==> src/rtl/comparator_pkg.sv <==
// Shared types for the serial comparator: FSM states, one-hot {GT,ET,LT}
// result encoding and the default operand width.
package comparator_pkg;

  localparam int DEFAULT_WIDTH = 8;

  typedef enum logic [1:0] {
    IDLE = 2'd0,
    SCAN = 2'd1,
    DONE = 2'd2
  } state_e;

  typedef struct packed {
    logic gt;
    logic et;
    logic lt;
  } result_t;

  localparam result_t RES_NONE = 3'b000;
  localparam result_t RES_GT   = 3'b100;
  localparam result_t RES_ET   = 3'b010;
  localparam result_t RES_LT   = 3'b001;

endpackage

==> src/rtl/bit_compare_slice.sv <==
// Single-bit magnitude comparator slice, time-shared by serial_compare_ctrl.
module bit_compare_slice (
  input  logic a,
  input  logic b,
  output logic gt,
  output logic et,
  output logic lt
);

  assign gt = a & ~b;
  assign lt = ~a & b;
  assign et = ~(a ^ b);

endmodule

==> src/rtl/serial_compare_ctrl.sv <==
// MSB-first serial magnitude comparator using one shared bit slice.
// Optional macro SERIAL_COMPARE_CONST_TIME_EN gives data-independent latency.
module serial_compare_ctrl
  import comparator_pkg::*;
#(
  parameter  int WIDTH = DEFAULT_WIDTH,
  localparam int IDX_W = $clog2(WIDTH)
) (
  input  logic             clk,
  input  logic             rst,
  input  logic             start,
  input  logic [WIDTH-1:0] A,
  input  logic [WIDTH-1:0] B,
  output logic             busy,
  output logic             done,
  output logic             GT,
  output logic             ET,
  output logic             LT
);

  state_e             state_q, state_d;
  logic [WIDTH-1:0]   a_q, a_d;
  logic [WIDTH-1:0]   b_q, b_d;
  logic [IDX_W-1:0]   idx_q, idx_d;
  result_t            res_q, res_d;
  logic               slice_gt, slice_et, slice_lt;

`ifdef SERIAL_COMPARE_CONST_TIME_EN
  // Sticky record of the first differing bit; lower bits cannot overwrite it.
  logic               decided_q, decided_d;
  result_t            pend_q, pend_d;
`endif

  bit_compare_slice u_slice (
    .a  (a_q[idx_q]),
    .b  (b_q[idx_q]),
    .gt (slice_gt),
    .et (slice_et),
    .lt (slice_lt)
  );

  always_comb begin
    state_d = state_q;
    a_d     = a_q;
    b_d     = b_q;
    idx_d   = idx_q;
    res_d   = res_q;
`ifdef SERIAL_COMPARE_CONST_TIME_EN
    decided_d = decided_q;
    pend_d    = pend_q;
`endif
    unique case (state_q)
      IDLE: begin
        if (start) begin
          a_d     = A;
          b_d     = B;
          idx_d   = IDX_W'(WIDTH - 1);
          res_d   = RES_NONE;
          state_d = SCAN;
`ifdef SERIAL_COMPARE_CONST_TIME_EN
          decided_d = 1'b0;
          pend_d    = RES_NONE;
`endif
        end
      end
      SCAN: begin
`ifdef SERIAL_COMPARE_CONST_TIME_EN
        if (!decided_q && !slice_et) begin
          decided_d = 1'b1;
          pend_d    = '{gt: slice_gt, et: 1'b0, lt: slice_lt};
        end
        if (idx_q == '0) begin
          state_d = DONE;
          if (decided_q)     res_d = pend_q;
          else if (slice_gt) res_d = RES_GT;
          else if (slice_lt) res_d = RES_LT;
          else               res_d = RES_ET;
        end else begin
          idx_d = idx_q - IDX_W'(1);
        end
`else
        if (slice_gt) begin
          res_d   = RES_GT;
          state_d = DONE;
        end else if (slice_lt) begin
          res_d   = RES_LT;
          state_d = DONE;
        end else if (idx_q == '0) begin
          res_d   = RES_ET;
          state_d = DONE;
        end else begin
          idx_d = idx_q - IDX_W'(1);
        end
`endif
      end
      DONE: begin
        state_d = IDLE;
      end
      default: begin
        state_d = IDLE;
      end
    endcase
  end

  always_ff @(posedge clk) begin
    if (rst) begin
      state_q <= IDLE;
      res_q   <= RES_NONE;
    end else begin
      state_q <= state_d;
      res_q   <= res_d;
    end
  end

  // Datapath registers are don't-care after reset, so they carry no reset.
  always_ff @(posedge clk) begin
    a_q   <= a_d;
    b_q   <= b_d;
    idx_q <= idx_d;
`ifdef SERIAL_COMPARE_CONST_TIME_EN
    decided_q <= decided_d;
    pend_q    <= pend_d;
`endif
  end

  assign busy = (state_q != IDLE);
  assign done = (state_q == DONE);
  assign GT   = res_q.gt;
  assign ET   = res_q.et;
  assign LT   = res_q.lt;

endmodule
==> config.mk <==
export PLATFORM = sky130hd
export DESIGN_NAME = serial_compare_ctrl
export DESIGN_NICKNAME = d
export VERILOG_FILES = /design/src/rtl/comparator_pkg.sv /design/src/rtl/bit_compare_slice.sv /design/src/rtl/serial_compare_ctrl.sv
export SDC_FILE = /design/constraint.sdc
export NUM_CORES = 1
export LEC_CHECK = 0
export CELL_PAD_IN_SITES_DETAIL_PLACEMENT = 0
export CELL_PAD_IN_SITES_GLOBAL_PLACEMENT = 1
export CORE_MARGIN = 2
export CORE_UTILIZATION = 25
export CTS_CLUSTER_DIAMETER = 60
export DETAILED_ROUTE_END_ITERATION = 10
export PLACE_DENSITY = 0.52
export SETUP_SLACK_MARGIN = 0.4
export SLEW_MARGIN = 20
export SYNTH_ARGS = -nofsm -noshare
export SYNTH_HDL_FRONTEND = slang
export SYNTH_SLANG_ARGS = --single-unit
export TNS_END_PERCENT = 30
==> constraint.sdc <==
create_clock -name clk -period 2.7 [get_ports clk]
set_clock_uncertainty 0.05 [all_clocks]
set_input_delay 0.675 -clock clk [delete_from_list [all_inputs] [get_ports clk]]
set_output_delay 0.675 -clock clk [all_outputs]
set_load 0.01 [all_outputs]
==> Word-level counts from Yosys, hierarchy flattened <==
Cells that the tools add are included.
{ "word_totals": {"regBits": 24, "out_inout_bits": 5, "in_bits": 19} }
{ "op_classes": {"n_addsub": 1, "n_mux": 19, "n_reduce_logical": 8, "n_lt_le_gt_ge": 1, "n_bitwise": 4, "eq_ne": 7} }
{ "ops": {"columns": ["operator", "n"], "rows": [
  ["3-bit two-way mux", 8],
  ["3-bit one-hot mux with 2 select lines", 2],
  ["2-bit two-way mux", 4],
  ["2-bit != test (second input constant)", 4],
  ["1-bit binary-select mux with 3-bit select", 2],
  ["5-bit AND reduction", 1],
  ["3-bit by 4-bit < comparator with 1-bit output (second input constant)", 1],
  ["4-bit != test (second input constant)", 1],
  ["2-bit one-hot mux with 2 select lines", 1],
  ["2-bit AND reduction", 2],
  ["2-bit nonzero test", 2],
  ["3-bit logical NOT", 1],
  ["3-bit AND reduction", 1],
  ["3-bit by 1-bit subtractor with 3-bit output (second input constant)", 1],
  ["1-bit bitwise AND", 2],
  ["2-bit by 1-bit == test with 1-bit output (second input constant)", 1],
  ["2-bit == test (second input constant)", 1],
  ["2-bit logical NOT", 1],
  ["1-bit two-way mux", 2],
  ["1-bit NOT", 2]
]} }

==> Logic depth before layout (Yosys ltp) <==
{ "depth": {"word_depth": 7, "mapped_depth": 8, "depth_no_buf": 7} }

==> By module <==
Synthesis repeated with hierarchy kept, for this count alone.
{ "hier_totals": {"hier_cells": 69, "hier_area_um2": 1046.0} }
{ "by_module_without_submodules": {"columns": ["mod", "area_each_um2", "n_inst", "cells_each", "seq_area_each_um2"], "rows": [
  ["serial_compare_ctrl", 1013.5, 1, 65, 670.6],
  ["bit_compare_slice", 32.5, 1, 4, 0.0]
]} }

==> Worst setup path before layout <==
OpenSTA, ideal clock, no wires.
{ "synth_path": {"kind": "reg-to-reg", "from": "reg idx_q[2]", "to": "reg idx_q[0], enable pin", "period_less_slack_ns": 2.312, "t_arrival_ns": 1.918, "required_ns": 2.306, "n_path_buf": 1, "path_slack_ns": 0.388, "path_stages_with_launch": 8, "path_cell_list": "edfxtp_1 > buf_6 > mux4_1 > nand2_1 > nand2_1 > ha_1 > or4b_1 > o21ai_0"} }
{ "synth_via": {"elab_chain_len": 6} }
{ "synth_rtl": {"columns": ["item", "line_no", "text"], "rows": [
  ["start: declaration", "serial_compare_ctrl.sv:24", "logic [IDX_W-1:0] idx_q, idx_d;"],
  ["start signal: assignment", "serial_compare_ctrl.sv:119", "idx_q <= idx_d;"],
  ["1-bit binary-select mux with 3-bit select, on equally long branches", "serial_compare_ctrl.sv:35, serial_compare_ctrl.sv:36", null],
  ["1-bit two-way mux, on equally long branches", "serial_compare_ctrl.sv:35, serial_compare_ctrl.sv:36", null],
  ["1-bit NOT, on equally long branches", "bit_compare_slice.sv:11, bit_compare_slice.sv:10", null],
  ["1-bit bitwise AND, on equally long branches", "bit_compare_slice.sv:11, bit_compare_slice.sv:10", null],
  ["2-bit != test (no source line)", null, null],
  ["5-bit AND reduction (no source line) *", null, null]
]} }
Mark *: on every way between the ends. The rest lies on a longest branch, timed or not. The select of a mux whose other input is x is not followed.
A chain may end at the register's enable or synchronous reset.

==> Final worst setup path <==
{ "layout_path": {"from": "reg idx_q[2]", "to": "reg idx_q[2], enable pin"} }
The elaborated chain is that of the path after synthesis.

==> results.md <==
* Nets at 130
* Yosys cell types at 24
* Final ANT Viol Nets at 0
* Diode count at 0
* Clk Tree Root Cell: clkbuf_8
* Largest net degree at the start of global routing at 14
* H-tree depth at 1
* Final non-filler cell area at 1510 um^2
* First-pass GRT wire length at 3580 um
* Max cap viols at 0
* I/O pins at 24
* Core box area at 4060 um^2
* Post-Syn Nets at 94
* Sequential share of the synthesized area at 62.5%
* Tot Pwr at 859 uW
* Worst slew pin tran at 0.337 ns
* CP arrival at 2.26 ns
* RSZ-0062 raised after global routing: true
* Syn Std Cell Area at 1070 um^2
* Rows at 23
* DR vias at 686
* 1st-pass router iterations at 3
* Global route hottest layer: met2
* Initial Util at 26.5%
* Fin crit share at 86.5%
* Final hold violations at 0
* Clock transition at path regs at 0.08 ns
* Synth Area per Inst at 15.1 um^2
* Slew Limit Fails at 0
* Cells after Synth at 71
* Yosys reg bits at 24
* Initial antenna violation count at 0
* M3 GR Usage at 1.89%
* Status: completed
* Die area at 4830 um^2
* Pwr dens at 571 nW/um^2
* # clock sinks at 24
* Most frequent cells in the layout: 23 x clkdlybuf4s50_1, 19 x edfxtp_1, 7 x buf_4
* Commonest non-fill, non-tap cell in the layout: clkdlybuf4s50_1
* Startpoint types: register
* Simple-Gate Fraction of Synth Area at 13.1%
* Vias in the first global route at 786
* GRT overflow at 0
* Fraction of layout cells with a size suffix above 1 at 27.4%
* Die height at 69.5 um
* Met1 GRT Util at 12.1%
* Final setup viols at 0
* Worst min-delay path category: register to register
* Layout area overhead at 40.2%
* Buffer depth of the longest clock path at 2
* CP Capture Type: register
* Placed Area at 1390 um^2
* Final TNS setup at 0 ns
* Pleak at 0.000549 uW
* Synth Area in XOR/XNOR at 0.816%
* Post-route minimum period at 2.33 ns
* Synth Area in Compound Gates at 6.18%
* Fmax at 428 MHz
* Area of the multi-input gates at 410 um^2
* Met2 GRT Util at 15.1%
* Mux cell area share after synthesis at 10.7%
* Fill cells at 394
* Clock buffer count from CTS at 3
* DR DRC count at 0
* Max IR drop VDD at 0.205 mV
* Yosys warns at 0
* Half-perimeter wire length after placement at 1440 um
* Wire per inst at 12.8 um
* 1st-iter DRT viols at 21
* Max Fanout on Critical Path at 3
* PortBufs at 23
* CTS tree: done
* Die X at 69.5 um
* Total GRT Usage at 9.42%
* Worst skew pair latency at 0.27 ns
* Critical Path RT at 2.62 ns
* Post-Synth Adder-Cell Area at 4.66%
* Vias per cell at 4.40
* Gpl congestion at 0.704
* Slew HR at 77.5%
* Main combinational cell family by area after synthesis: simple AND/OR/NAND/NOR gates
* Total area of sequential cells at 671 um^2
* WS Path Type: register to register
* Total length of routed wires at 2000 um
[report_power, final]
part	switching, uW	total, uW	internal [uW]
Combinational	77.2	189	112
Sequential	18.8	457	438
Clock	112	214	102
Total	208	859	651
[repair_timing]
item | CTS | global route
buffers inserted | 5 | 0
pin swaps | 8 | 3
endpoints found under the setup margin | 6 | 5
hold buffers | 0 | 0
resized for setup | 13 | 5
[metrics by stage]
step	util [%]	std cells	setup slack [ns]	hold WS [ns]
CTS	36.9	156	0.352	0.433
floorplan	-	71	0.408	0.436
detailed placement	34.1	147	0.166	0.420
finish	37.1	156	0.366	0.427
global placement	34.1	147	0.197	0.407
global route	37.1	156	0.268	0.468
[critical path, cell delays in order, from the launching register on]
cell	delay, ns
edfxtp_1	0.48
buf_6	0.17
buf_6	0.11
mux4_2	0.29
nand2_2	0.09
nand2_2	0.07
ha_4	0.15
or4b_4	0.54
o21ai_4	0.09
[layout make-up]
cell class	count	share of cell area, %
clock buffers	3	2.74
repair buffers	32	20.3
multi-input cells	43	27.3
flip-flops and latches	24	44.6
clock inverters	1	0.249
well taps	50	4.16
inverters	3	0.748
[kinds of logic after synthesis]
family / Yosys count
AO/OA/AOI/OAI: 8
XOR/XNOR: 1
adder cells (fa/ha/maj): 4
buffers and inverters: 4
flip-flops: 24
multiplexers: 5
AND/OR/NAND/NOR: 25
[path summary, 6_finish.rpt]
path,from,to,slack [ns],depth (start not counted)
min reg2reg,ET,ET,0.43,2
max reg2reg,idx_q[2],idx_q[2],0.37,8
min,ET,ET,0.43,2
max,idx_q[2],idx_q[2],0.37,8
[per-layer routing]
metal	up-vias	part of all wire [%]
li1	334	-
met1	335	48
met2	13	47
met3	4	2.8
met4	0	2.0
met5	-	0
[synth_stat cells]
cell type | instances | area, um^2
edfxtp_1 | 19 | 571
nand2_1 | 9 | 33.8
dfxtp_1 | 5 | 100
nand2b_1 | 5 | 31.3
ha_1 | 4 | 50.1
mux4_1 | 4 | 105
a211oi_1 | 3 | 22.5
inv_1 | 3 | 11.3
and2_1 | 2 | 12.5
nor2_1 | 2 | 7.51
nor2b_1 | 2 | 12.5
a2111oi_2 | 1 | 15.0
a21oi_1 | 1 | 5.00
a311o_1 | 1 | 10.0
buf_6 | 1 | 11.3
mux2i_1 | 1 | 10.0
nand2b_4 | 1 | 13.8
nand3_1 | 1 | 5.00
nand3b_1 | 1 | 7.51
o21ai_0 | 1 | 5.00
o2bb2ai_1 | 1 | 8.76
or2_2 | 1 | 6.26
or4b_1 | 1 | 10.0
xnor2_1 | 1 | 8.76
[flip-flops by register name, summed over array words and instances, names as in the netlist]
signal   flops
idx_q        3
LT           1
GT           1
state_q      2
a_q          8
ET           1
b_q          8
Note: power is estimated with default switching activity, not from simulation.
